--- config.mk ---
export PLATFORM = sky130hd
export DESIGN_NAME = ecc2d_decoder
export DESIGN_NICKNAME = d
export VERILOG_FILES = /design/src/rtl/ecc2d_pkg.sv /design/src/rtl/ecc2d_syndrome.sv /design/src/rtl/ecc2d_decoder.sv
export SDC_FILE = /design/constraint.sdc
export NUM_CORES = 1
export LEC_CHECK = 0
export ABC_AREA = 1
export BUFFER_PORTS_ARGS = -buffer_cell sky130_fd_sc_hd__buf_4
export CAP_MARGIN = 20
export CORE_MARGIN = 8
export CORE_UTILIZATION = 50
export DETAILED_ROUTE_END_ITERATION = 16
export GPL_TIMING_DRIVEN = 0
export PLACE_DENSITY = 0.76
export SETUP_SLACK_MARGIN = 0.15
export SLEW_MARGIN = 0
export SYNTH_ARGS = -nofsm -noshare
export SYNTH_HDL_FRONTEND = slang
export SYNTH_SLANG_ARGS = --single-unit
--- constraint.sdc ---
create_clock -name clk -period 4 [get_ports clk]
set_input_delay 0 -clock clk [delete_from_list [all_inputs] [get_ports clk]]
set_output_delay 0 -clock clk [all_outputs]
set_load 0.05 [all_outputs]
--- src/rtl/ecc2d_pkg.sv ---
// Shared definitions for the 2D-ECC encoder/decoder pair.
// Data is a ROWS x COLS matrix (bit i -> row i/COLS, col i%COLS) with even parity.
package ecc2d_pkg;

  localparam int ROWS_DEF = 4;
  localparam int COLS_DEF = 8;

  // Parity helpers work on a fixed maximal footprint so one function serves every geometry.
  localparam int PAR_MAX_W   = 256;
  localparam int PAR_MAX_DIM = 32;
  localparam int PAR_DIM_IW  = $clog2(PAR_MAX_DIM);
  localparam int PAR_W_IW    = $clog2(PAR_MAX_W);

  typedef enum logic [1:0] {
    ERR_NONE,
    ERR_DATA1,
    ERR_PAR1,
    ERR_DOUBLE
  } err_class_t;

  function automatic logic [PAR_MAX_DIM-1:0] row_parity(
    input logic [PAR_MAX_W-1:0] data,
    input int                   rows,
    input int                   cols
  );
    logic [PAR_MAX_DIM-1:0] p;
    p = '0;
    for (int i = 0; i < PAR_MAX_W; i++) begin
      if (i < rows * cols) begin
        p[PAR_DIM_IW'(i / cols)] = p[PAR_DIM_IW'(i / cols)] ^ data[PAR_W_IW'(i)];
      end
    end
    return p;
  endfunction

  function automatic logic [PAR_MAX_DIM-1:0] col_parity(
    input logic [PAR_MAX_W-1:0] data,
    input int                   rows,
    input int                   cols
  );
    logic [PAR_MAX_DIM-1:0] p;
    p = '0;
    for (int i = 0; i < PAR_MAX_W; i++) begin
      if (i < rows * cols) begin
        p[PAR_DIM_IW'(i % cols)] = p[PAR_DIM_IW'(i % cols)] ^ data[PAR_W_IW'(i)];
      end
    end
    return p;
  endfunction

endpackage

--- src/rtl/ecc2d_syndrome.sv ---
// Combinational row/column syndrome: received parity XOR parity recomputed from data.
// Used by both the decoder and the encoder.
module ecc2d_syndrome
  import ecc2d_pkg::*;
#(
  parameter int ROWS = ROWS_DEF,
  parameter int COLS = COLS_DEF
) (
  input  logic [ROWS*COLS-1:0] i_data,
  input  logic [ROWS-1:0]      i_row_par,
  input  logic [COLS-1:0]      i_col_par,
  output logic [ROWS-1:0]      o_rs,
  output logic [COLS-1:0]      o_cs
);

  logic [PAR_MAX_W-1:0]   w_data_ext;
  logic [PAR_MAX_DIM-1:0] w_row_calc;
  logic [PAR_MAX_DIM-1:0] w_col_calc;
  logic                   w_unused_calc;

  assign w_data_ext = PAR_MAX_W'(i_data);
  assign w_row_calc = row_parity(w_data_ext, ROWS, COLS);
  assign w_col_calc = col_parity(w_data_ext, ROWS, COLS);

  assign o_rs = i_row_par ^ w_row_calc[ROWS-1:0];
  assign o_cs = i_col_par ^ w_col_calc[COLS-1:0];

  // Upper bits of the generic helpers are always zero for this geometry.
  assign w_unused_calc = ^{w_row_calc, w_col_calc};

endmodule

--- src/rtl/ecc2d_decoder.sv ---
// 2D-parity SECDED decoder: syndrome stage, classify/correct stage, valid/ready
// pipeline, saturating error counters and a sticky double-error interrupt.
module ecc2d_decoder
  import ecc2d_pkg::*;
#(
  parameter  int ROWS  = ROWS_DEF,
  parameter  int COLS  = COLS_DEF,
  parameter  int CNT_W = 16,
  localparam int WIDTH = ROWS * COLS,
  localparam int POS_W = $clog2(WIDTH)
) (
  input  logic             clk,
  input  logic             rst_n,
  input  logic             in_valid,
  output logic             in_ready,
  input  logic [WIDTH-1:0] in_data,
  input  logic [ROWS-1:0]  in_row_par,
  input  logic [COLS-1:0]  in_col_par,
  output logic             out_valid,
  input  logic             out_ready,
  output logic [WIDTH-1:0] out_data,
  output logic             out_err_single,
  output logic             out_par_err,
  output logic             out_err_double,
  output logic [POS_W-1:0] out_err_pos,
  input  logic             cnt_clr,
  output logic [CNT_W-1:0] single_cnt,
  output logic [CNT_W-1:0] double_cnt,
  output logic             irq_double
);

  logic             r_s1_valid;
  logic [WIDTH-1:0] r_s1_data;
  logic [ROWS-1:0]  r_s1_rs;
  logic [COLS-1:0]  r_s1_cs;

  logic             r_out_valid;
  logic [WIDTH-1:0] r_out_data;
  logic             r_out_single;
  logic             r_out_par_err;
  logic             r_out_double;
  logic [POS_W-1:0] r_out_pos;

  logic [CNT_W-1:0] r_single_cnt;
  logic [CNT_W-1:0] r_double_cnt;
  logic             r_irq_double;

  logic [ROWS-1:0]  w_rs;
  logic [COLS-1:0]  w_cs;
  logic             w_s1_adv;
  logic             w_s2_adv;
  logic             w_deliver;
  logic [WIDTH-1:0] w_flip_mask;
  logic [POS_W-1:0] w_flip_pos;
  err_class_t       w_class;

  ecc2d_syndrome #(
    .ROWS(ROWS),
    .COLS(COLS)
  ) u_syndrome (
    .i_data    (in_data),
    .i_row_par (in_row_par),
    .i_col_par (in_col_par),
    .o_rs      (w_rs),
    .o_cs      (w_cs)
  );

  assign w_s2_adv  = !r_out_valid || out_ready;
  assign w_s1_adv  = !r_s1_valid || w_s2_adv;
  assign in_ready  = rst_n && w_s1_adv;
  assign w_deliver = r_out_valid && out_ready;

  always_ff @(posedge clk or negedge rst_n) begin
    if (!rst_n) begin
      r_s1_valid <= 1'b0;
      r_s1_data  <= '0;
      r_s1_rs    <= '0;
      r_s1_cs    <= '0;
    end else if (w_s1_adv) begin
      r_s1_valid <= in_valid;
      if (in_valid) begin
        r_s1_data <= in_data;
        r_s1_rs   <= w_rs;
        r_s1_cs   <= w_cs;
      end
    end
  end

  // Outer product of the syndromes: exactly one bit set when one row and one column disagree.
  for (genvar gi = 0; gi < WIDTH; gi++) begin : g_mask
    assign w_flip_mask[gi] = r_s1_rs[gi / COLS] & r_s1_cs[gi % COLS];
  end

  // One-hot to binary: each position bit ORs the mask bits whose index has that bit set.
  for (genvar gb = 0; gb < POS_W; gb++) begin : g_enc
    logic [WIDTH-1:0] w_sel;
    for (genvar gi = 0; gi < WIDTH; gi++) begin : g_bit
      assign w_sel[gi] = (((gi >> gb) & 1) != 0) ? w_flip_mask[gi] : 1'b0;
    end
    assign w_flip_pos[gb] = |w_sel;
  end

  always_comb begin
    w_class = ERR_DOUBLE;
    if (r_s1_rs == '0 && r_s1_cs == '0) begin
      w_class = ERR_NONE;
    end else if ($onehot(r_s1_rs) && $onehot(r_s1_cs)) begin
      w_class = ERR_DATA1;
    end else if (($onehot(r_s1_rs) && r_s1_cs == '0) || (r_s1_rs == '0 && $onehot(r_s1_cs))) begin
      w_class = ERR_PAR1;
    end
  end

  always_ff @(posedge clk or negedge rst_n) begin
    if (!rst_n) begin
      r_out_valid   <= 1'b0;
      r_out_data    <= '0;
      r_out_single  <= 1'b0;
      r_out_par_err <= 1'b0;
      r_out_double  <= 1'b0;
      r_out_pos     <= '0;
    end else if (w_s2_adv) begin
      r_out_valid <= r_s1_valid;
      if (r_s1_valid) begin
        r_out_data    <= (w_class == ERR_DATA1) ? (r_s1_data ^ w_flip_mask) : r_s1_data;
        r_out_single  <= (w_class == ERR_DATA1) || (w_class == ERR_PAR1);
        r_out_par_err <= (w_class == ERR_PAR1);
        r_out_double  <= (w_class == ERR_DOUBLE);
        r_out_pos     <= (w_class == ERR_DATA1) ? w_flip_pos : '0;
      end
    end
  end

  // Clear takes priority over a coincident delivery.
  always_ff @(posedge clk or negedge rst_n) begin
    if (!rst_n) begin
      r_single_cnt <= '0;
      r_double_cnt <= '0;
      r_irq_double <= 1'b0;
    end else if (cnt_clr) begin
      r_single_cnt <= '0;
      r_double_cnt <= '0;
      r_irq_double <= 1'b0;
    end else if (w_deliver) begin
      if (r_out_single && r_single_cnt != '1) begin
        r_single_cnt <= r_single_cnt + CNT_W'(1);
      end
      if (r_out_double) begin
        if (r_double_cnt != '1) begin
          r_double_cnt <= r_double_cnt + CNT_W'(1);
        end
        r_irq_double <= 1'b1;
      end
    end
  end

  assign out_valid      = r_out_valid;
  assign out_data       = r_out_data;
  assign out_err_single = r_out_single;
  assign out_par_err    = r_out_par_err;
  assign out_err_double = r_out_double;
  assign out_err_pos    = r_out_pos;
  assign single_cnt     = r_single_cnt;
  assign double_cnt     = r_double_cnt;
  assign irq_double     = r_irq_double;

endmodule
==> impl_metrics.csv <==
group,metric,value,unit
synth,synth_edf_count,0,
global_route,grt_max_degree,99,
sta,maxSlewHeadroom,49.89,%
clocking,cts-buffers-inserted,17,
setup_path,cp_max_fo,7,
sta,finalCritPeriodShare,104.0,%
setup_path,crit_type,"flip-flop to flip-flop",
die,core,13880,µm²
cells_and_area,diodes,0,
setup_path,worstPathRequired,4.28,ns
clocking,cts.sinks,119,
sta,clock.fmax,0.2404,GHz
global_route,grt_antenna_before_repair,0,
setup_path,worst_setup_path_start_kind,"flip-flop",
synth,avgSynthCellArea,7.478,µm²
setup_path,endpoint_kind,"flip-flop",
routing,drcViolationCount,0,
cells_and_area,nNetsFinal,1219,
synth,ys_ff_latch,119,
clocking,clk_pin_slew_worst_paths,0.05,ns
routing,num_vias,6913,
routing,ant_nets,0,
status,status,"complete, but fails checks",
synth,synth-warning-count,0,
sta,worst_pin_slew,0.7517,ns
routing,firstDrtPassIters,6,
place,place.gp.congestion,0.8691,
setup_path,worstPathArrival,4.44,ns
pwr,power_density,561.3,nW/µm²
routing,wl,21.72,mm
die,die_w,135.0,µm
synth,syn_area,7082,µm²
clocking,clock_path_buffers,2,
global_route,grt_overflow_total,0,
clocking,clk_latency,0.42,ns
sta,skew,0.01005,ns
place,dp_hpwl,14.60,mm
sta,period_needed,4.160,ns
global_route,grt_first_pass_wirelength,34.03,mm
setup_path,cp-startpoint,"r_s1_cs[1]",
die,dieArea,18230,µm²
die,ios,124,
pwr,max-vdd-ir-drop,0.0003566,V
synth,synth_cell_types,34,
cells_and_area,seq_area,2982,µm²
routing,wl_per_cell,16.19,µm
die,rows,43,
synth,synth.net_count,1013,
synth,synth-main-ff-cell,"dfrtp_1",
global_route,grt_usage,23.61,%
sta,rsz0062_at_grt,"true",
die,chipHeight,135.0,µm
sta,drv_slew,0,
min_path,hp-class,"input port to flip-flop",
job,cap_viol_max_count,0,
cells_and_area,fillers,1056,
pwr,leakage,4.785,nW
synth,synth_cells,947,
min_path,min-delay-start,"in_valid",
synth,synth-seq-area-share,42.05,%
sta,hold_viol,0,
setup_path,r2r-start,"r_s1_cs[1]",
cells_and_area,areaGrowthSynthToFinish,37.90,%
clocking,cts_root_buffer,"clkbuf_16",
clocking,htreeDepth,4,
synth,async_reset_ff_share,100.0,%
cells_and_area,layout-drive-gt1-share,21.17,%
pwr,power,5.481,mW
routing,drt_iter0_drc,650,
status,violations,"setup timing",
die,initial_core_util,51.02,%
sta,fin_setup_tns,-3.938,ns
routing,viasPerCell,5.151,
place,portBuffers,123,
clocking,tritoncts,"yes",
global_route,grt_pass1_vias,6660,
sta,final-setup-viol-count,40,
cells_and_area,multi_input_area,3949,µm²
sta,fin_ws,-0.1602,ns
==> state kept, by name, summed over array words and instances (netlist names), 4 cells and up <==
signal	flops
out_err_pos	5
r_s1_rs	4
single_cnt	16
r_s1_data	32
double_cnt	16
out_data	32
r_s1_cs	8
==> cell usage after synthesis (5+ instances only) <==
master    instances  area, µm²
nand2_1         338       1269
dfrtp_1         119       2978
inv_1            93      349.1
nand3_1          88      440.4
nor2_1           69      259.0
o21ai_0          61      305.3
xor2_1           46      402.9
xnor2_1          33      289.0
clkbuf_1         21      78.83
nand4_1          14      87.58
ha_1             12      150.1
o21bai_1          9      67.56
fa_1              5      100.1
==> kinds of logic after synthesis <==
logic type / share of synthesized area, %
AOI/OAI and AO/OA: 6.625
buffers and inverters: 6.996
DFF: 42.05
adders and majority gates: 3.534
xor gates and xnor gates: 9.770
and+or+nand+nor: 31.02
==> through the flow <==
stage | utilization (%) | hold WS, ns | cell area, µm² | instances | worst slack [ns]
6_report | 70.35 | 0.04016 | 9766 | 1342 | -0.1602
3_5_place_dp | 59.73 | -0.1271 | 8290 | 1251 | -0.4028
3_3_place_gp | 59.50 | 0.2289 | 8259 | 1250 | -0.3529
5_1_grt | 70.35 | 0.08252 | 9766 | 1342 | -0.2886
2_1_floorplan | - | -0.2956 | 7111 | 947 | 0.1293
4_1_cts | 69.14 | 0.003085 | 9597 | 1340 | -0.07899
==> final timing paths <==
check	end	slack (ns)	depth (start not counted)
max reg2reg	out_data[2]	-0.16	19
max	out_data[2]	-0.16	19
min	r_s1_cs[4]	0.04	5
min reg2reg	out_data[10]	0.49	2
min in group asynchronous	double_cnt[15]	0.56	3
max in group asynchronous	r_s1_cs[1]	2.65	4
==> power breakdown <==
group / leakage, nW / switching, mW / internal, mW
logic: 3.01 / 1.60 / 0.906
clock network: 0.251 / 0.512 / 0.799
registers: 1.53 / 0.222 / 1.44
==> final cells by class <==
type                       count  area share, %
multi-input combinational    703          40.44
sequential                   119          30.53
timing repair buffer         187          16.02
clock buffer                  22          4.753
inverter                      94          3.716
tap                          180          2.306
buffer                        31          1.935
clock inverter                 6         0.3075
==> worst max-delay path, cell delays in order (launching register included) <==
cell     delay, ns
dfrtp_2       0.43
inv_4         0.10
fa_1          0.43
fa_1          0.51
fa_1          0.43
inv_2         0.09
ha_4          0.13
inv_2         0.04
fa_1          0.48
nand2_1       0.05
nor2_1        0.10
nand2_2       0.11
a22o_1        0.21
nand2_2       0.10
ha_4          0.15
buf_12        0.14
buf_4         0.14
nand3_1       0.09
xor2_1        0.21
o21ai_1       0.08
==> metal layers <==
| metal | GRT usage [%] | wire, µm | up-vias |
|---|---|---|---|
| met5 | 0 | 0 | - |
| met4 | 11.10 | 656 | 0 |
| met3 | 5.201 | 1514 | 46 |
| met2 | 39.29 | 10900 | 261 |
| met1 | 28.55 | 8655 | 3216 |
| li1 | - | - | 3390 |
==> timing repair <==
action	CTS	global route
gates cloned	2	0
setup endpoints to repair	40	40
buffers inserted	12	2
resized for setup	83	36
hold buffers	47	0
pin swaps	15	12
endpoints found under the hold margin	163	0
==> layout by cell type (no fill, tap or decap), drive strengths merged <==
| cell type | n |
|---|---|
| or2 | 1 |
| nor2 | 74 |
| and3 | 1 |
| xnor2 | 33 |
| nor3 | 3 |
| xor2 | 46 |
| o21ai | 67 |
| o21bai | 9 |
| nor4 | 1 |
| clkinv | 6 |
| nand3b | 5 |
| nand4 | 14 |
| ha | 12 |
| nand2 | 339 |
| clkbuf | 43 |
| fa | 5 |
| o22ai | 1 |
| nand3 | 88 |
| o21a | 2 |
| inv | 94 |
| a32o | 1 |
| a22o | 1 |
| dlygate4sd3 | 47 |
| buf | 150 |
| dfrtp | 119 |
Note: power is estimated with default switching activity, not from simulation.
